$ cat src/rtl/nx_rbus_arb.sv
// Round-robin arbiter that shares one RBUS ring master port among N_REQ requesters,
// issuing one strobe per grant and routing the ring ack/err_ack (or a timeout) back.
module nx_rbus_arb #(
    parameter int unsigned N_REQ            = 4,
    parameter int unsigned N_RBUS_ADDR_BITS = 16,
    parameter int unsigned N_RBUS_DATA_BITS = 32,
    parameter int unsigned TIMEOUT_CYCLES   = 1024
) (
    input  logic                                  clk,
    input  logic                                  rst_n,
    input  logic [N_REQ-1:0]                      req_valid_i,
    input  logic [N_REQ-1:0]                      req_wr_i,
    input  logic [N_REQ*N_RBUS_ADDR_BITS-1:0]     req_addr_i,
    input  logic [N_REQ*N_RBUS_DATA_BITS-1:0]     req_wr_data_i,
    output logic [N_REQ-1:0]                      req_ready_o,
    output logic [N_REQ-1:0]                      rsp_valid_o,
    output logic                                  rsp_err_o,
    output logic [N_RBUS_DATA_BITS-1:0]           rsp_rd_data_o,
    output logic [N_RBUS_ADDR_BITS-1:0]           rbus_addr_o,
    output logic                                  rbus_wr_strb_o,
    output logic [N_RBUS_DATA_BITS-1:0]           rbus_wr_data_o,
    output logic                                  rbus_rd_strb_o,
    input  logic [N_RBUS_DATA_BITS-1:0]           rbus_rd_data_i,
    input  logic                                  rbus_ack_i,
    input  logic                                  rbus_err_ack_i,
    output logic                                  busy_o,
    output logic                                  timeout_o,
    output logic [7:0]                            stat_timeout_cnt_o,
    output logic [7:0]                            stat_stray_ack_cnt_o
);

    localparam int unsigned IDX_W  = (N_REQ > 1) ? $clog2(N_REQ) : 1;
    localparam int unsigned CNT_W  = 16;
    localparam int unsigned STAT_W = 8;

    typedef enum logic {
        ST_IDLE,
        ST_WAIT
    } state_t;

    state_t                      state_q, state_d;
    logic [IDX_W-1:0]            last_grant_q, last_grant_d;
    logic [IDX_W-1:0]            win_q, win_d;
    logic                        wr_q, wr_d;
    logic [CNT_W-1:0]            cnt_q, cnt_d;

    logic [N_REQ-1:0]            req_ready_d, rsp_valid_d;
    logic                        rsp_err_d;
    logic [N_RBUS_DATA_BITS-1:0] rsp_rd_data_d, rbus_wr_data_d;
    logic [N_RBUS_ADDR_BITS-1:0] rbus_addr_d;
    logic                        rbus_wr_strb_d, rbus_rd_strb_d;
    logic                        busy_d, timeout_d;
    logic [STAT_W-1:0]           stat_timeout_d, stat_stray_d;

    logic                        grant_found_c;
    logic [IDX_W-1:0]            grant_idx_c, cand_c;
    logic                        any_ack_c;

    assign any_ack_c = rbus_ack_i | rbus_err_ack_i;

    // Circular search for the first valid requester after the previous winner.
    always_comb begin
        grant_found_c = 1'b0;
        grant_idx_c   = '0;
        cand_c        = '0;
        for (int unsigned k = 1; k <= N_REQ; k++) begin
            cand_c = IDX_W'((32'(last_grant_q) + k) % N_REQ);
            if (!grant_found_c && req_valid_i[cand_c]) begin
                grant_found_c = 1'b1;
                grant_idx_c   = cand_c;
            end
        end
    end

    // Next-state and next-output logic.
    always_comb begin
        state_d        = state_q;
        last_grant_d   = last_grant_q;
        win_d          = win_q;
        wr_d           = wr_q;
        cnt_d          = cnt_q;
        req_ready_d    = '0;
        rsp_valid_d    = '0;
        rsp_err_d      = 1'b0;
        rsp_rd_data_d  = '0;
        rbus_addr_d    = rbus_addr_o;
        rbus_wr_data_d = rbus_wr_data_o;
        rbus_wr_strb_d = 1'b0;
        rbus_rd_strb_d = 1'b0;
        timeout_d      = 1'b0;
        stat_timeout_d = stat_timeout_cnt_o;
        stat_stray_d   = stat_stray_ack_cnt_o;

        case (state_q)
            ST_IDLE: begin
                if (any_ack_c && stat_stray_ack_cnt_o != '1) begin
                    stat_stray_d = stat_stray_ack_cnt_o + 8'd1;
                end
                if (grant_found_c) begin
                    req_ready_d[grant_idx_c] = 1'b1;
                    rbus_wr_strb_d = req_wr_i[grant_idx_c];
                    rbus_rd_strb_d = !req_wr_i[grant_idx_c];
                    rbus_addr_d    = req_addr_i[32'(grant_idx_c) * N_RBUS_ADDR_BITS +: N_RBUS_ADDR_BITS];
                    rbus_wr_data_d = req_wr_i[grant_idx_c]
                                   ? req_wr_data_i[32'(grant_idx_c) * N_RBUS_DATA_BITS +: N_RBUS_DATA_BITS]
                                   : '0;
                    win_d          = grant_idx_c;
                    wr_d           = req_wr_i[grant_idx_c];
                    last_grant_d   = grant_idx_c;
                    cnt_d          = '0;
                    state_d        = ST_WAIT;
                end
            end
            ST_WAIT: begin
                if (any_ack_c) begin
                    rsp_valid_d[win_q] = 1'b1;
                    rsp_err_d          = rbus_err_ack_i;
                    rsp_rd_data_d      = wr_q ? '0 : rbus_rd_data_i;
                    state_d            = ST_IDLE;
                end else if (cnt_q == CNT_W'(TIMEOUT_CYCLES - 1)) begin
                    rsp_valid_d[win_q] = 1'b1;
                    rsp_err_d          = 1'b1;
                    timeout_d          = 1'b1;
                    if (stat_timeout_cnt_o != '1) begin
                        stat_timeout_d = stat_timeout_cnt_o + 8'd1;
                    end
                    state_d            = ST_IDLE;
                end else begin
                    cnt_d = cnt_q + 16'd1;
                end
            end
            default: state_d = ST_IDLE;
        endcase

        busy_d = (state_d == ST_WAIT);
    end

    always_ff @(posedge clk or negedge rst_n) begin
        if (!rst_n) begin
            state_q              <= ST_IDLE;
            last_grant_q         <= IDX_W'(N_REQ - 1);
            win_q                <= '0;
            wr_q                 <= 1'b0;
            cnt_q                <= '0;
            req_ready_o          <= '0;
            rsp_valid_o          <= '0;
            rsp_err_o            <= 1'b0;
            rsp_rd_data_o        <= '0;
            rbus_addr_o          <= '0;
            rbus_wr_strb_o       <= 1'b0;
            rbus_wr_data_o       <= '0;
            rbus_rd_strb_o       <= 1'b0;
            busy_o               <= 1'b0;
            timeout_o            <= 1'b0;
            stat_timeout_cnt_o   <= '0;
            stat_stray_ack_cnt_o <= '0;
        end else begin
            state_q              <= state_d;
            last_grant_q         <= last_grant_d;
            win_q                <= win_d;
            wr_q                 <= wr_d;
            cnt_q                <= cnt_d;
            req_ready_o          <= req_ready_d;
            rsp_valid_o          <= rsp_valid_d;
            rsp_err_o            <= rsp_err_d;
            rsp_rd_data_o        <= rsp_rd_data_d;
            rbus_addr_o          <= rbus_addr_d;
            rbus_wr_strb_o       <= rbus_wr_strb_d;
            rbus_wr_data_o       <= rbus_wr_data_d;
            rbus_rd_strb_o       <= rbus_rd_strb_d;
            busy_o               <= busy_d;
            timeout_o            <= timeout_d;
            stat_timeout_cnt_o   <= stat_timeout_d;
            stat_stray_ack_cnt_o <= stat_stray_d;
        end
    end

endmodule

$ cat config.mk
export PLATFORM = sky130hd
export DESIGN_NAME = nx_rbus_arb
export DESIGN_NICKNAME = d
export VERILOG_FILES = /design/src/rtl/nx_rbus_arb.sv
export SDC_FILE = /design/constraint.sdc
export NUM_CORES = 1
export LEC_CHECK = 0
export BUFFER_PORTS_ARGS = -buffer_cell sky130_fd_sc_hd__buf_4
export CAP_MARGIN = 20
export CORE_AREA = 2 2 134 136
export DETAILED_ROUTE_END_ITERATION = 16
export DIE_AREA = 0 0 136 138
export PLACE_DENSITY = 0.65
export SLEW_MARGIN = 40
export SYNTH_ARGS = -nofsm -noshare
export SYNTH_HDL_FRONTEND = slang
export SYNTH_SLANG_ARGS = --single-unit
$ cat constraint.sdc
create_clock -name clk -period 2.43 [get_ports clk]
set_clock_uncertainty 0.15 [all_clocks]
set_input_delay 0.243 -clock clk [delete_from_list [all_inputs] [get_ports clk]]
set_output_delay 0.243 -clock clk [all_outputs]
set_load 0.01 [all_outputs]
## After elaboration in Yosys (flattened, before gate mapping)

Index checks and enable logic that the tools add are counted.

- Bits in latches: 0
- Word-level logic and storage cells: 104
- Register bits after elaboration: 130
- Memory bits (read-only): 0
- RAM bits: 0
- Memories: 0
- Output and inout bits: 109
- Input port bits: 236

- Bitwise gates (word level): 3
- Divide/modulo/power cells: 0
- Muxes and demuxes: 48
- Multiply operators: 0
- Shift operators: 2
- Eq/ne operators: 6
- Order comparisons: 8
- Add/sub/neg operators: 7
- Reduce and logical (&&, ||, !) cells: 14

Operators by type and width:

| operator | count |
|---|---|
| 32-bit two-way mux | 4 |
| 128-bit by 8-bit indexed part select with 32-bit output | 1 |
| 64-bit by 7-bit indexed part select with 16-bit output | 1 |
| 16-bit two-way mux | 3 |
| 16-bit case mux with 2 select lines | 1 |
| 1-bit two-way mux | 23 |
| 4-bit two-way mux | 5 |
| 2-bit by 3-bit < comparator with 1-bit output, second input constant | 6 |
| 16-bit by 1-bit adder with 16-bit output, second input constant | 1 |
| 8-bit by 1-bit adder with 8-bit output, second input constant | 2 |
| 16-bit by 10-bit == test with 1-bit output, second input constant | 1 |
| 8-bit != test, second input constant | 2 |
| 1-bit binary-select mux with 2-bit select | 5 |
| 2-bit two-way mux | 4 |
| 1-bit logical AND | 6 |
| 2-bit != test, second input constant | 3 |
| 2-bit by 1-bit adder with 2-bit output, second input constant | 2 |
| 2-bit adder, second input constant | 2 |
| 1-bit demux with 2-bit select | 2 |
| 2-bit by 1-bit >= comparator with 1-bit output, second input constant | 2 |
| 1-bit logical NOT | 4 |
| 2-bit AND reduction | 2 |
| 4-bit AND reduction | 1 |
| 3-bit AND reduction | 1 |
| other kinds (3) | 4 |

## Logic depth before layout (Yosys ltp)

- Depth after elaboration: 19
- Mapped depth: 7
- Gate-level depth less buffers: 6

## Least setup slack after synthesis

No wires, ideal clock.

- Kind: flip-flop to flip-flop
- Start point: register cnt_q[0]
- End point: register stat_timeout_cnt_o[1]
- Cell stages (with the launch flop): 6
- Arrival: 1791 ps
- Clock period less this slack: 2068 ps
- Required time: 2153 ps
- Setup slack: 362 ps
- Buffers on the path: 0
- Setup time: 127 ps
- Cells stage by stage: dfrtp_1 -> ha_1 -> nand2_1 -> or3_4 -> a2111oi_4 -> mux2_1

- Word-level cells in the longest chain between the ends: 2

RTL lines:

| what | line | text |
|---|---|---|
| start: declaration | 45 | `logic [CNT_W-1:0] cnt_q, cnt_d;` |
| start signal: assignment | 162 | `cnt_q <= cnt_d;` |
| 16-bit by 10-bit == test with 1-bit output | 120 | `end else if (cnt_q == CNT_W'(TIMEOUT_CYCLES - 1)) begin` |
| 4-bit AND reduction (no source line) | n/a |  |
| end signal: assignment | 173 | `stat_timeout_cnt_o <= stat_timeout_d;` |
| end: declaration | 28 | `output logic [7:0] stat_timeout_cnt_o,` |

No other way between the ends.
A chain may end at the register's enable or synchronous reset.

## Worst setup path after layout

- Start point: register last_grant_q[0]
- End point: register rbus_wr_data_o[10]

- Word-level cells in the longest chain between the ends: 16
- Elaborated cells between the ends (all ways): 31
- Those cells by class: 4 x add/sub; 1 x shift; 19 x mux; 7 x reduce/logical

RTL lines:

| what | line | text |
|---|---|---|
| start: declaration | 42 | `logic [IDX_W-1:0] last_grant_q, last_grant_d;` |
| start signal: assignment | 141 | `last_grant_q <= IDX_W'(N_REQ - 1);` |
| start signal: assignment | 159 | `last_grant_q <= last_grant_d;` |
| parallel branches: the longest is 16 deep, another holds 2-bit by 1-bit adder with 2-bit output | n/a |  |
| end signal: assignment | 169 | `rbus_wr_data_o <= rbus_wr_data_d;` |
| end: declaration | 21 | `output logic [N_RBUS_DATA_BITS-1:0] rbus_wr_data_o,` |

Several ways; the timed one is not identified. The select of a mux whose other input is x is not followed.

==> impl_results.md <==
- Finish-stage setup viols: 0
- Chip height: between 100 and 150 um
- Worst slew pin tran: approximately 0.52 ns
- # fillers: between 1k and 1.5k
- Starting DRT DRC Count: between 200 and 250
- Placed instance count: roughly 1.2k
- H-tree depth: 4
- Inserted Clock Buffers: 17
- Detail Route Antenna Nets: 0
- Main synth FF type: dfrtp_1
- Fmax achieved: between 400 and 500 MHz
- Final GP Congestion: 0.816
- Wire length per cell: 17.5 um
- Core Rows: between 40 and 50
- First-pass GRT wire length: 36200 um
- Syn nets: around 830
- Worst path max stage delay: about 0.55 ns
- Worst setup EP type: flop
- Max-slew violations: 0
- Overall power: 10.5 mW
- Core area: approximately 18000 sq um
- Initial antenna violation count: 0
- Share of cells above drive strength 1: 40.3%
- Commonest non-fill, non-tap cells in the layout: buf_4 (365), dlygate4sd3_1 (142), dfrtp_1 (128), mux2i_1 (91), nand2_1 (66)
- CP Buf/Inv Count: 3
- Failing checks: hold timing
- Final Cycle Share: 95.2%
- Number of flops mapped to enable cells by yosys: 0
- Worst R2R Setup Slack: roughly 0.12 ns
- Post-Layout Cell Count: roughly 1.3k
- Final WL: around 23000 um
- GRT Total Usage: between 20% and 30%
- Clk pwr share: 24.3%
- I/O pins: 345
- Max-Cap Viols: 0
- Syn Inst Count: slightly below 600
- Post-Syn Area: roughly 6600 sq um
- VDD IR max: around 0.00055 V
- Largest net degree at the start of global routing: 59
- Clock Path Buffers: 2
- Count of input and output buffers: about 340
- Critical Path Fanout Max: 32
- N_diodes: 0
- Synth async-reset ratio: 100%
- Net Sw Frac: a little over a third
- CTS root buffer: clkbuf_16
- Vias in the first global route: 6829
- Yosys cell types: 52
- Clk slew on worst S/H paths: around 0.060 ns
- Combinational power share: 45.3%
- Worst path cell trace: nand2b_1 -> a211oi_4 -> buf_6 -> buf_4 -> mux2i_1 -> or3_1 -> buf_12 -> o221ai_1
- DP HPWL: ~16000 um
- Drt drc: 0
- Worst-Skew Late Latency: 0.42 ns
- Sequential fraction of the synthesis area: 49.5%
- GRT overflow: 0
- Vias per inst: between 4 and 5
- Final #Nets: between 1k and 1.5k
- CTS tree: built
- Commonest non-fill, non-tap cell in the layout: buf_4
- Crit path max-delay cell type: dfstp_2
- Final hold slack: -0.00117 ns
- PD cells: 898 nW/um^2
- Synth warn: 0
- Clk sink count: between 100 and 150
- Worst path required time: 2.59 ns
- NetSw: 3.69 mW
- Yosys reg bits: 130
- Pint: ~6.8 mW
- Drt first pass iters: 4
- Total number of vias: 6608
- Synth-to-Final Area Change: 77.0%
- Initial Utilization: between 30% and 40%
- Kind of cell adding the most delay to the critical path: flip-flops
- CP Launch Type: flop
- Fin crit period: between 2 and 2.5 ns
- Run status: complete, but fails checks
- Crit Path Category: reg2reg
- Leak Pwr: between 5 and 6 nW
- Mean Syn Cell Area: 11.1 sq um
- HP Class: in2reg
- Final Hold Fails: 1
- Slew headroom: approximately two thirds
- Sequential power share: a little under a third
- Chip width: approximately 140 um
- Die area: between 15000 and 20000 sq um
- Setup tns final: 0 ns
- Worst Path Arrival: 2.47 ns
-- metrics by stage --
stage	util, %	instance area [sq um]	setup slack [ns]	hold slack, ns
6_report	66.3	11600	0.116	-0.00117
5_1_grt	66.3	11600	-0.00641	0.000557
2_1_floorplan	-	6570	0.362	-0.203
3_5_place_dp	54.6	9570	0.208	0.0309
3_3_place_gp	54.6	9570	0.262	0.0384
4_1_cts	66.0	11600	0.0555	0.000380
-- path summary, 6_finish.rpt --
path                                   startpoint               endpoint  cells after the start
worst max-delay path              last_grant_q[0]     rbus_wr_data_o[10]                      8
worst min-delay path            req_wr_data_i[34]      rbus_wr_data_o[2]                      3
worst max register to register    last_grant_q[0]     rbus_wr_data_o[10]                      8
worst min register to register           win_q[1]         rsp_valid_o[1]                      1
max in group asynchronous                   rst_n  stat_timeout_cnt_o[0]                      3
min in group asynchronous                   rst_n        rbus_addr_o[13]                      2
-- final cells by class --
cell class	count	area (sq um)	area share, %
Multi-Input combinational cell	419	3120	26.8
Sequential cell	130	3260	28.0
Timing Repair Buffer	518	4370	37.6
Clock inverter	12	133	1.14
Inverter	5	18.8	0.161
Clock buffer	19	453	3.89
Tap cell	229	287	2.46
-- worst register-to-register path: cells and delay by family, from the launching register on --
family                 cells  cell delay (ns)
DFF                        1             0.55
muxes                      1             0.11
AOI/OAI and AO/OA          2             0.39
buffers and inverters      3             0.47
and+or+nand+nor            2             0.54
-- what timing repair did --
item | CTS | global route
resized for setup | 0 | 2
setup endpoints to repair | 0 | 5
hold endpoints to repair | 165 | 1
setup buffers | 0 | 3
hold buffers | 141 | 1
-- cells by family (layout without fill, tap and decap cells) --
family	after synthesis	count (layout)	synth area share [%]
and+or+nand+nor	208	208	16.7
AOI/OAI and AO/OA	85	85	11.2
buffers and inverters	45	554	3.45
xor gates and xnor gates	20	20	2.67
muxes	103	103	15.9
adders and majority gates	3	3	0.571
DFF	130	130	49.5
-- power by group through the flow --
stage / logic, mW / clock network (mW) / registers [mW]
after floorplan: 2.19 / 0 / 3.39
after global placement: 4.34 / 0 / 3.18
after detailed placement: 4.39 / 0 / 3.18
after CTS: 4.61 / 2.59 / 3.16
after global routing: 5.08 / 2.70 / 3.24
final: 4.73 / 2.54 / 3.18
-- cells in the mapped netlist (all sizes together), types with 9 or more instances --
cell type | instances | area share (%)
dfrtp | 128 | 49
mux2i | 91 | 14
nand2 | 66 | 3.8
and2 | 35 | 3.3
o221ai | 32 | 5.2
nand3 | 29 | 2.3
buf | 26 | 2.4
nor2 | 19 | 1.1
o211ai | 19 | 2.2
nor3b | 17 | 1.9
xnor2 | 16 | 2.1
clkbuf | 14 | 0.80
mux2 | 12 | 2.1
o21ai | 9 | 0.69
-- metal layers --
metal	GRT usage, %	vias up	part of all wire (%)
li1	-	3161	-
met1	29.1	3132	39
met2	42.2	256	51
met3	6.86	59	6.1
met4	11.7	0	3.7
met5	0	-	0
-- flip-flops by register name (all words and copies together), names as in the netlist --
register and count:
cnt_q 16, rbus_wr_strb_o 1, state_q 1, stat_timeout_cnt_o 8
stat_stray_ack_cnt_o 8, wr_q 1, rbus_wr_data_o 32, rsp_rd_data_o 32
req_ready_o 4, timeout_o 1, rsp_err_o 1, last_grant_q 2
rsp_valid_o 4, rbus_rd_strb_o 1, rbus_addr_o 16, win_q 2
Note: power is estimated with default switching activity, not from simulation.
